$ cat config.mk
export PLATFORM = sky130hd
export DESIGN_NAME = nvram_upload_responder
export DESIGN_NICKNAME = d
export VERILOG_FILES = /design/src/rtl/nvram_upload_responder.sv
export SDC_FILE = /design/constraint.sdc
export NUM_CORES = 1
export LEC_CHECK = 0
export CORE_ASPECT_RATIO = 0.9
export CORE_MARGIN = 1
export CORE_UTILIZATION = 35
export DETAILED_ROUTE_END_ITERATION = 10
export PLACE_DENSITY = 0.69
export SKIP_CTS_REPAIR_TIMING = 1
export SLEW_MARGIN = 20
export SYNTH_ARGS = -nofsm -noshare
export SYNTH_HDL_FRONTEND = slang
export SYNTH_SLANG_ARGS = --single-unit
$ cat constraint.sdc
create_clock -name clk_sys -period 5.17 [get_ports clk_sys]
set_input_delay 1.034 -clock clk_sys [delete_from_list [all_inputs] [get_ports clk_sys]]
set_output_delay 1.034 -clock clk_sys [all_outputs]
set_load 0.03 [all_outputs]
$ cat src/rtl/nvram_upload_responder.sv
// Answers HPS upload reads of game NVRAM: pauses the CPU, fetches each requested
// byte through a shared RAM port and holds off HPS with ioctl_wait meanwhile.
module nvram_upload_responder #(
  parameter int unsigned ADDR_W     = 10,
  parameter int unsigned RAM_LAT    = 1,
  parameter logic [7:0]  UPLOAD_IDX = 8'd4,
  parameter int unsigned ACK_TMO    = 4095
) (
  input  logic              clk_sys,
  input  logic              reset_n,
  input  logic              ioctl_upload,
  input  logic [7:0]        ioctl_index,
  input  logic              ioctl_rd,
  input  logic [24:0]       ioctl_addr,
  output logic [7:0]        ioctl_din,
  output logic              ioctl_wait,
  output logic              pause_req,
  input  logic              pause_ack,
  output logic [ADDR_W-1:0] ram_addr,
  output logic              ram_rd,
  input  logic [7:0]        ram_q,
  output logic              busy
);

  typedef enum logic [2:0] {
    S_IDLE,
    S_PAUSE,
    S_READY,
    S_FETCH,
    S_DRAIN
  } state_t;

  state_t            state, state_nx;
  logic [11:0]       tmo_cnt, tmo_nx;
  logic [1:0]        lat_cnt;
  logic [ADDR_W-1:0] addr_q;
  logic              act, in_range, tmo_hit, fetch_done;

  assign act        = ioctl_upload && (ioctl_index == UPLOAD_IDX);
  assign in_range   = (ioctl_addr[24:ADDR_W] == '0);
  assign tmo_nx     = (tmo_cnt == '1) ? tmo_cnt : tmo_cnt + 12'd1;
  // Leave PAUSE in the cycle the count reaches ACK_TMO: ACK_TMO cycles of PAUSE.
  assign tmo_hit    = (tmo_nx == 12'(ACK_TMO));
  // lat_cnt is 1 in the first FETCH cycle, i.e. it counts cycles since the ram_rd edge.
  assign fetch_done = (lat_cnt == 2'(RAM_LAT));
  assign busy       = (state != S_IDLE);

  always_comb begin
    state_nx   = state;
    ioctl_wait = 1'b0;
    pause_req  = 1'b0;
    ram_rd     = 1'b0;
    ram_addr   = addr_q;
    case (state)
      S_IDLE: begin
        if (act) state_nx = S_PAUSE;
      end
      S_PAUSE: begin
        pause_req  = 1'b1;
        ioctl_wait = 1'b1;
        if (pause_ack || tmo_hit) state_nx = S_READY;
      end
      S_READY: begin
        pause_req  = 1'b1;
        ioctl_wait = ioctl_rd;
        if (ioctl_rd) begin
          // RAM is strobed in the request cycle so RAM_LAT FETCH cycles suffice.
          if (in_range) begin
            ram_rd   = 1'b1;
            ram_addr = ioctl_addr[ADDR_W-1:0];
            state_nx = S_FETCH;
          end
        end else if (!ioctl_upload) begin
          state_nx = S_DRAIN;
        end
      end
      S_FETCH: begin
        pause_req  = 1'b1;
        ioctl_wait = 1'b1;
        if (fetch_done) state_nx = ioctl_upload ? S_READY : S_DRAIN;
      end
      S_DRAIN: begin
        state_nx = S_IDLE;
      end
      default: state_nx = S_IDLE;
    endcase
  end

  always_ff @(posedge clk_sys or negedge reset_n) begin
    if (!reset_n) begin
      state     <= S_IDLE;
      tmo_cnt   <= '0;
      lat_cnt   <= '0;
      addr_q    <= '0;
      ioctl_din <= '0;
    end else begin
      state   <= state_nx;
      tmo_cnt <= (state == S_PAUSE) ? tmo_nx : '0;
      if (state == S_READY && ioctl_rd) begin
        if (in_range) begin
          addr_q  <= ioctl_addr[ADDR_W-1:0];
          lat_cnt <= 2'd1;
        end else begin
          ioctl_din <= 8'hFF;
        end
      end
      if (state == S_FETCH) begin
        lat_cnt <= lat_cnt + 2'd1;
        if (fetch_done) ioctl_din <= ram_q;
      end
    end
  end

endmodule
==> impl_summary.txt <==
----------------------------------------------------
[Worst setup path]
  Data required, critical path ... 4.14 ns
  Reg2reg end ... state[1]
  Reg-to-reg slack, setup ... 3.02 ns
  Maximum fanout count along the critical path ... 23
  Worst flop-to-flop path startpoint ... tmo_cnt[0]
  Arrival time at the worst endpoint ... 3.57 ns
  Kind of critical path ... input port to output pin
  CP endpoint kind ... output pin
  Number of cells traversed by the worst register-to-register path ... 6
  Element type at the critical path start ... input port

[Power]
  Power density relative to cell area ... 357 nW/um^2
  Worst IR Drop VDD ... 0.000204 V
  Total Power Consumption ... 0.988 mW
  Leakage power ... 1.09 nW

[Job]
  Max-cap violations ... 0

[STA]
  Pins over their slew limit ... 0
  Transition time of the tightest slew-check pin ... 0.768 ns
  Min Tclk post-route ... 4.60 ns
  Clk_skew ... 0.0103 ns
  Highest clock rate ... 217 MHz
  # setup viols final ... 0
  Hold violation total from the final report ... 0
  Setup repair after global routing missed its margin ... false
  Fin crit share ... 89.0%
  Total negative slack for setup checks ... 0 ns
  Worst slew margin ... 48.3%
  WHS ... 0.486 ns

[Floorplanning]
  Starting Density ... 36.8%
  Core area ... 5350 um^2
  Number of placed I/O pins ... 68
  Std-Cell Rows ... 25
  Die area ... 5930 um^2
  Height of the die ... 73.1 um
  X dimension of the die ... 81.0 um

[CTS]
  Number of buffers inserted during clock tree synthesis ... 5
  Maximum buffer depth of the clock tree ... 2
  Clock tree from TritonCTS ... done
  CTS Sinks ... 35
  Worst-skew pair later-pin latency ... 0.29 ns
  Clock slew at reported path FFs ... 0.07 ns
  H-tree Lvls ... 2
  Cell at the root of the clock tree ... sky130_fd_sc_hd__clkbuf_8

[Synthesis]
  Commonest register cell after synthesis ... sky130_fd_sc_hd__dfrtp_1
  Number of distinct standard cells referenced by the synthesized netlist ... 46
  Async S/R FF share, synth ... 100%
  Average cell area after synthesis ... 10.6 um^2
  Synth Instances ... 185
  Post-synthesis register bit count ... 35
  Summed instance area of the synthesized netlist ... 1970 um^2
  Net count after synthesis ... 233
  Fraction of the yosys area taken by sequential cells ... 44.5%
  Number of enable-type register cells in the synthesized netlist ... 0
  Count of warnings emitted by yosys ... 0

[Worst hold path]
  Worst min path class ... register to register
  Hold Path Depth ... 1
  End of the worst hold path ... lat_cnt[0]
  Worst hold path startpoint ... lat_cnt[0]

[Global route]
  Global-route total usage across every layer ... 15.6%
  Pin count of the biggest net entering global routing ... 36
  Vias in the first global route ... 1594
  Wire length of the first global-routing pass ... 7080 um
  Global route total overflow ... 0
  Antenna violations before repair ... 0

[Routing]
  Count of antenna-violating nets left after detailed routing ... 0
  Count of TritonRoute iterations in the first routing pass ... 4
  Via count ... 1649
  Iteration-0 DRC count of the detailed router ... 49
  Residual DRC count ... 0
  Wire length after detailed routing ... 4440 um
  Post-DR vias/cell ... 5.19
  Wire length per cell after detailed routing ... 14.0 um

[Finish]
  Ratio of cells with drive above 1 in the final layout ... 15.5%
  Signed area change from the synthesized netlist to the final layout ... 40.5%
  Most common library cell in the layout ignoring fill and taps ... sky130_fd_sc_hd__clkdlybuf4s50_1
  Number of diodes added for antenna fixing ... 0
  Commonest non-fill, non-tap cells in the layout ... 67 x sky130_fd_sc_hd__clkdlybuf4s50_1, 35 x sky130_fd_sc_hd__dfrtp_1, 20 x sky130_fd_sc_hd__mux2_2
  Final layout net count ... 298

[Place]
  Port buffer count ... 67
  Half-perimeter wire length of the detailed placement result ... 3230 um
  Final weighted congestion in routability-driven placement ... 0.835

[Run status]
  Result of the run ... complete, no violations

----------------------------------------------------
## cell families (layout without fill, tap and decap cells)
kind of cell               after synthesis  count (layout)  share of synthesized area, %
and+or+nand+nor                         62              62                          18.6
adders and majority gates                2               2                          1.27
buffers and inverters                   16              82                          4.58
DFF                                     35              35                          44.5
xor gates and xnor gates                 6               6                          2.67
muxes                                   25              25                          14.0
AOI/OAI and AO/OA                       39              39                          14.3
## layout make-up
cell class | count | area, um^2
Inverter | 5 | 18.8
Sequential cell | 35 | 876
Multi-Input combinational cell | 134 | 1000
Timing Repair Buffer | 69 | 686
Clock buffer | 6 | 82.6
Fill cell | 504 | 2580
Tap cell | 67 | 83.8
Clock inverter | 2 | 16.3
## Yosys cell counts (2+ instances only)
cell type | n | area [um^2]
sky130_fd_sc_hd__dfrtp_1 | 35 | 876
sky130_fd_sc_hd__mux2_2 | 20 | 225
sky130_fd_sc_hd__nor2_1 | 13 | 48.8
sky130_fd_sc_hd__a21oi_1 | 12 | 60.1
sky130_fd_sc_hd__nand2_1 | 8 | 30.0
sky130_fd_sc_hd__o22a_1 | 8 | 70.1
sky130_fd_sc_hd__nand4_1 | 7 | 43.8
sky130_fd_sc_hd__nand3_1 | 6 | 30.0
sky130_fd_sc_hd__nor4_1 | 6 | 37.5
sky130_fd_sc_hd__inv_1 | 5 | 18.8
sky130_fd_sc_hd__xnor2_1 | 5 | 43.8
sky130_fd_sc_hd__mux2i_1 | 4 | 40.0
sky130_fd_sc_hd__o21ai_0 | 4 | 20.0
sky130_fd_sc_hd__and3_1 | 3 | 18.8
sky130_fd_sc_hd__and4_1 | 3 | 26.3
sky130_fd_sc_hd__buf_2 | 3 | 15.0
sky130_fd_sc_hd__buf_4 | 3 | 22.5
sky130_fd_sc_hd__clkbuf_1 | 3 | 11.3
sky130_fd_sc_hd__nor3_1 | 3 | 15.0
sky130_fd_sc_hd__a31o_2 | 2 | 17.5
sky130_fd_sc_hd__buf_6 | 2 | 22.5
sky130_fd_sc_hd__ha_1 | 2 | 25.0
sky130_fd_sc_hd__nand2b_1 | 2 | 12.5
sky130_fd_sc_hd__nor2b_1 | 2 | 12.5
sky130_fd_sc_hd__o22ai_1 | 2 | 12.5
sky130_fd_sc_hd__or2_2 | 2 | 12.5
## power by group
group / internal, mW / switching [mW] / total [mW]
logic: 0.187 / 0.206 / 0.393
clock network: 0.109 / 0.104 / 0.213
registers: 0.324 / 0.0582 / 0.382
total: 0.620 / 0.369 / 0.988
## flip-flops by register name, summed over array words and instances, names as in the netlist
signal / count
tmo_cnt: 12
lat_cnt: 2
state: 3
ioctl_din: 8
addr_q: 10
## worst max path at each step
stage / slack (ns) / cells after the start / end / from
floorplan: 1.60 / 5 / ram_addr[2] / ioctl_addr[20]
global placement: 0.60 / 7 / ram_addr[2] / ioctl_addr[15]
detailed placement: 0.55 / 7 / ram_addr[5] / ioctl_addr[15]
CTS: 0.53 / 7 / ram_addr[5] / ioctl_addr[15]
global route: 0.37 / 7 / ram_addr[6] / ioctl_addr[15]
finish: 0.57 / 7 / ram_addr[4] / ioctl_addr[15]
## per-layer routing
layer | routed length (um) | track usage [%] | up-vias
met3 | 375 | 4.25 | 7
met1 | 2040 | 19.1 | 759
met4 | 70 | 5.95 | 0
li1 | - | - | 823
met2 | 1950 | 26.1 | 60
met5 | 0 | 0 | -
## metrics by stage
step	setup slack, ns	util [%]	cells	cell area, um^2
after floorplan	1.60	-	185	1970
after global placement	0.596	49.8	310	2670
after detailed placement	0.547	49.8	310	2670
after CTS	0.535	51.7	318	2770
after global routing	0.366	51.7	318	2770
final	0.571	51.7	318	2770
## worst max-delay path: stages
cell and delay [ns]:
sky130_fd_sc_hd__clkdlybuf4s50_1 0.39, sky130_fd_sc_hd__nor4_1 0.28, sky130_fd_sc_hd__and4_1 0.32, sky130_fd_sc_hd__nor4b_4 0.23, sky130_fd_sc_hd__buf_4 0.32, sky130_fd_sc_hd__mux2_2 0.37
sky130_fd_sc_hd__clkdlybuf4s50_1 0.59
Power figures use the tool's default switching activity.
